`config.mk`:
```
export PLATFORM = sky130hd
export DESIGN_NAME = uart_tx_framer
export DESIGN_NICKNAME = d
export VERILOG_FILES = /design/src/rtl/uart_tx_framer.sv
export SDC_FILE = /design/constraint.sdc
export NUM_CORES = 1
export LEC_CHECK = 0
export ABC_AREA = 1
export BUFFER_PORTS_ARGS = -buffer_cell sky130_fd_sc_hd__buf_4
export CAP_MARGIN = 40
export CELL_PAD_IN_SITES_DETAIL_PLACEMENT = 0
export CELL_PAD_IN_SITES_GLOBAL_PLACEMENT = 1
export CORE_MARGIN = 1
export CORE_UTILIZATION = 25
export CTS_CLUSTER_SIZE = 14
export DETAILED_ROUTE_END_ITERATION = 10
export PLACE_DENSITY_LB_ADDON = 0.3
export SYNTH_ARGS = -nofsm -noshare
export SYNTH_HDL_FRONTEND = slang
export SYNTH_SLANG_ARGS = --single-unit
export TNS_END_PERCENT = 20
```
`constraint.sdc`:
```
create_clock -name CLK -period 1.3 [get_ports CLK]
set_input_delay 0.26 -clock CLK [delete_from_list [all_inputs] [get_ports CLK]]
set_output_delay 0.26 -clock CLK [all_outputs]
set_load 0.01 [all_outputs]
```
`src/rtl/uart_tx_framer.sv`:
```
// ============================================================================
// uart_tx_framer : UART transmit framer (serializer, parity, frame FSM, line)
// Revision       : 1.0
// ============================================================================
`default_nettype none

module uart_tx_framer #(
  parameter int DATA_WIDTH = 8,
  parameter int STOP_BITS  = 1
) (
  input  logic                  CLK,
  input  logic                  RST,
  input  logic                  TICK,
  input  logic [DATA_WIDTH-1:0] P_DATA,
  input  logic                  DATA_VALID,
  input  logic                  PAR_EN,
  input  logic                  PAR_TYP,
  output logic                  TX_OUT,
  output logic                  BUSY,
  output logic                  DONE
);

  localparam int CW = $clog2(DATA_WIDTH + 1);

  localparam logic [2:0] S_IDLE      = 3'd0;
  localparam logic [2:0] S_WAIT_TICK = 3'd1;
  localparam logic [2:0] S_START     = 3'd2;
  localparam logic [2:0] S_DATA      = 3'd3;
  localparam logic [2:0] S_PARITY    = 3'd4;
  localparam logic [2:0] S_STOP      = 3'd5;

  localparam logic [CW-1:0] c_LAST_DATA = CW'(DATA_WIDTH - 1);
  localparam logic [CW-1:0] c_LAST_STOP = CW'(STOP_BITS - 1);

  generate
    if (DATA_WIDTH < 5 || DATA_WIDTH > 9 || (STOP_BITS != 1 && STOP_BITS != 2)) begin : g_bad_param
      $error("uart_tx_framer: DATA_WIDTH must be 5..9 and STOP_BITS 1 or 2");
    end
  endgenerate

  logic [2:0]            state_q, state_d;
  logic [CW-1:0]         cnt_q, cnt_d;
  logic [DATA_WIDTH-1:0] shift_q, shift_d;
  logic                  par_bit_q, par_bit_d;
  logic                  par_en_q, par_en_d;
  logic                  tx_q, tx_d;
  logic                  done_q, done_d;

  // State and datapath registers
  always_ff @(posedge CLK or negedge RST) begin
    if (!RST) begin
      state_q   <= S_IDLE;
      cnt_q     <= '0;
      shift_q   <= '0;
      par_bit_q <= 1'b0;
      par_en_q  <= 1'b0;
      tx_q      <= 1'b1;
      done_q    <= 1'b0;
    end else begin
      state_q   <= state_d;
      cnt_q     <= cnt_d;
      shift_q   <= shift_d;
      par_bit_q <= par_bit_d;
      par_en_q  <= par_en_d;
      tx_q      <= tx_d;
      done_q    <= done_d;
    end
  end

  // Next-state logic
  always_comb begin
    state_d = state_q;
    case (state_q)
      S_IDLE:      if (DATA_VALID) state_d = S_WAIT_TICK;
      S_WAIT_TICK: if (TICK) state_d = S_START;
      S_START:     if (TICK) state_d = S_DATA;
      S_DATA:      if (TICK && cnt_q == c_LAST_DATA) state_d = par_en_q ? S_PARITY : S_STOP;
      S_PARITY:    if (TICK) state_d = S_STOP;
      S_STOP:      if (TICK && cnt_q == c_LAST_STOP) state_d = S_IDLE;
      default:     state_d = S_IDLE;
    endcase
  end

  // Output/datapath logic: the state being entered names the bit now driven
  always_comb begin
    tx_d      = tx_q;
    done_d    = 1'b0;
    shift_d   = shift_q;
    par_bit_d = par_bit_q;
    par_en_d  = par_en_q;
    cnt_d     = cnt_q;
    BUSY      = (state_q != S_IDLE);

    if (state_q == S_IDLE && DATA_VALID) begin
      shift_d   = P_DATA;
      par_bit_d = (^P_DATA) ^ PAR_TYP;
      par_en_d  = PAR_EN;
    end

    if (TICK && state_q != S_IDLE) begin
      case (state_d)
        S_START:  tx_d = 1'b0;
        S_DATA: begin
          tx_d    = shift_q[0];
          shift_d = shift_q >> 1;
        end
        S_PARITY: tx_d = par_bit_q;
        S_STOP:   tx_d = 1'b1;
        S_IDLE: begin
          tx_d   = 1'b1;
          done_d = 1'b1;
        end
        default:  tx_d = 1'b1;
      endcase
    end

    if (state_d != state_q) begin
      cnt_d = '0;
    end else if (TICK && (state_q == S_DATA || state_q == S_STOP)) begin
      cnt_d = cnt_q + 1'b1;
    end
  end

  assign TX_OUT = tx_q;
  assign DONE   = done_q;

endmodule

`default_nettype wire

```
==> metrics <==
first-pass GRT wire length=5009 um; root buf cell=clkbuf_8; critical path's slowest cell=dfrtp_1; critical path capture point type=flip-flop; via count=1175; commonest cells after routing, fill and taps aside=72 x nand2_1, 38 x buf_4, 17 x inv_1; synthesized area=0.001222 mm2; sequential power share=27.3%; Slew @ Worst Pin=0.2543 ns; max cap viols=0; Sw Share=42.76%; Worst-Skew Late Latency=0.26 ns; nets@finish=238; Clock Sinks=19; Final Critical Period=1.511 ns; WP data required=1.49 ns; # port buffers=16; final number of setup-violating endpoints=18; Die Span Y=71.93 um; final max-slew violation count=0; status=finished with violations; CTS Buf Count=3; clock power share=11.9%; First-pass DRT Iterations=4; dpl hpwl=2179 um; Routed Antenna Nets=0; DRC viols=0; clock-pin slew of the registers on the worst-case setup and hold paths=0.07 ns; Comb power frac=60.7%; relative slew slack=83.05%; CP Data Arrival Time=1.70 ns; Area after DPL=0.001607 mm2; worst path cell trace=ha_2 > nand2_4 > o21ai_4 > nand3_2 > buf_4 > inv_1 > nand3_1 > nand2_1 > nand3_1; share of cells above drive strength 1=36.65%; CP dominant cell by count=nand3_1; Max Clock Skew=0.0006536 ns; Yosys warnings=0; Hold Fails Final Rpt=0; n_diodes=0; fmax=661.9 MHz; Leak Pwr=0.9636 nW; RSZ-0062 raised after global routing=yes; WL/cell=10.32 um; core footprint=0.004723 mm2; share of the synthesized area in the top cell type=36.85%; antenna violations before repair=0; Min-Delay Path Class=in2reg; Overflow after GRT=0; VDD IR max=695.6 uV; vias in the first global route=1092; CP Class=reg2reg; # rows=25; final instance area=0.001783 mm2; H-tree depth=1; routed wire length=2971 um; Post-Syn Nets=189; most common cell after layout, fill and taps aside=nand2_1; Crit path largest cell delay=0.37 ns; Syn-to-layout area delta=45.85%; Startpoint Class=flip-flop; Internal=0.002041 W; total track usage=12.53%; critical path peak fanout=5; sequential share of the synthesized area=39.00%; Clock Path Buffers=2; leading area contributor after synthesis=dfrtp_1; largest net degree at the start of global routing=20; number of vias per cell=4.080; sw power=0.001525 W; Syn Area/Cell=7.066 um2; Synth area leaders=dfrtp_1 37%, nand2_1 23%, nand3_1 6.6%; Yosys cell types=25; power per cell area=2000 mW/mm2; Iteration-0 DRC Markers=56; worst setup margin=-0.2109 ns; failing checks=setup timing; synthesized flop and latch total=19; CTS tree=built; starting density of the core=25.88%; RePlAce Congestion=0.7191; utilization after layout=37.75%; Die W=71.93 um; Mapped Cells=173; period utilisation layout=116.2%; die area=0.005173 mm2; I/O pin total=17
-- power groups by stage --
| stage | combinational (W) | sequential [W] | clock, W |
|---|---|---|---|
| 2_1_floorplan | 0.00115 | 0.000966 | 0 |
| 3_3_place_gp | 0.00187 | 0.000985 | 0 |
| 3_5_place_dp | 0.00185 | 0.000981 | 0 |
| 4_1_cts | 0.00213 | 0.000973 | 0.000437 |
| 5_1_grt | 0.00242 | 0.00100 | 0.000473 |
| 6_report | 0.00217 | 0.000975 | 0.000425 |
-- cell families (layout without fill, tap and decap cells) --
family | Yosys count | count (layout) | share of synthesized area (%)
simple gates | 117 | 118 | 43.71
buf+inv | 24 | 71 | 7.983
flops | 19 | 19 | 39.00
xor+xnor | 7 | 7 | 5.015
compound gates | 4 | 4 | 2.252
fa+ha+maj | 2 | 2 | 2.047
-- cell type report --
class | count | area, um2
multi-input combinational | 131 | 725.7
clock buffer | 3 | 41.29
timing repair buffer | 45 | 362.8
clock inverter | 1 | 5.005
fill | 521 | 2940
inverter | 22 | 85.08
tap | 67 | 83.83
sequential | 19 | 479.2
-- stage by stage --
step                      hold WS, ns  total power [W]  instances  setup TNS (ns)  setup slack, ns
after floorplan              -0.03559         0.002115        173         -0.5501         -0.06496
after global placement         0.1553         0.002854        277          -2.705          -0.1910
after detailed placement       0.1559         0.002832        277          -2.743          -0.2168
after CTS                      0.2483         0.003537        286          -2.884          -0.2178
after global routing           0.2514         0.003901        288          -4.569          -0.3265
final                          0.2399         0.003566        288          -2.735          -0.2109
-- critical path, delay by kind of cell, from the launching register on --
| kind | cells | cell delay [ns] |
|---|---|---|
| AND/OR/NAND/NOR | 5 | 0.45 |
| AO/OA/AOI/OAI | 1 | 0.17 |
| buffers and inverters | 2 | 0.24 |
| flip-flops | 1 | 0.37 |
| adder cells (fa/ha/maj) | 1 | 0.21 |
-- synthesized netlist by cell type, drive strengths merged --
cell type	count
buf	2
nor4	1
inv	22
ha	2
o21ai	3
nor2	12
dfstp	1
nand4	2
xnor2	2
xor2	5
a21oi	1
nand2b	2
dfrtp	18
nand3	20
nand2	80
-- worst paths after layout --
kind                                      startpoint                    to  slack [ns]  cells after the start
worst max-delay path            cnt_q[1]$_DFFE_PN0P_    TX_OUT$_DFFE_PN1P_       -0.21                      9
worst min-delay path                          PAR_EN  par_en_q$_DFFE_PN0P_        0.24                      3
worst max register to register  cnt_q[1]$_DFFE_PN0P_    TX_OUT$_DFFE_PN1P_       -0.21                      9
worst min register to register  shift_q[6]$_DFF_PN0_  shift_q[5]$_DFF_PN0_        0.48                      2
max in group asynchronous                        RST    TX_OUT$_DFFE_PN1P_        0.63                      2
min in group asynchronous                        RST  shift_q[3]$_DFF_PN0_        0.41                      2
-- timing repair --
item                                    CTS  global route
endpoints found under the setup margin   18            19
hold endpoints to repair                 18             0
setup buffers                             3             2
gates cloned                              1             0
hold buffers                              1             0
pin swaps                                 2             7
gates resized for setup                  12             8
-- flip-flops by register name (all words and copies together), names as in the netlist --
signal and cells:
shift_q 8, cnt_q 4, state_q 3, DONE 1, TX_OUT 1, par_bit_q 1
par_en_q 1
-- per-layer routing --
layer	vias to the layer above	share of wire, %	track usage, %	wire (um)
met5	-	0	0	0
met4	0	0.57	2.179	17
met3	2	3.4	3.889	102
met2	16	45	19.08	1342
met1	527	51	17.76	1509
li1	630	-	-	-
Power figures use the tool's default switching activity.
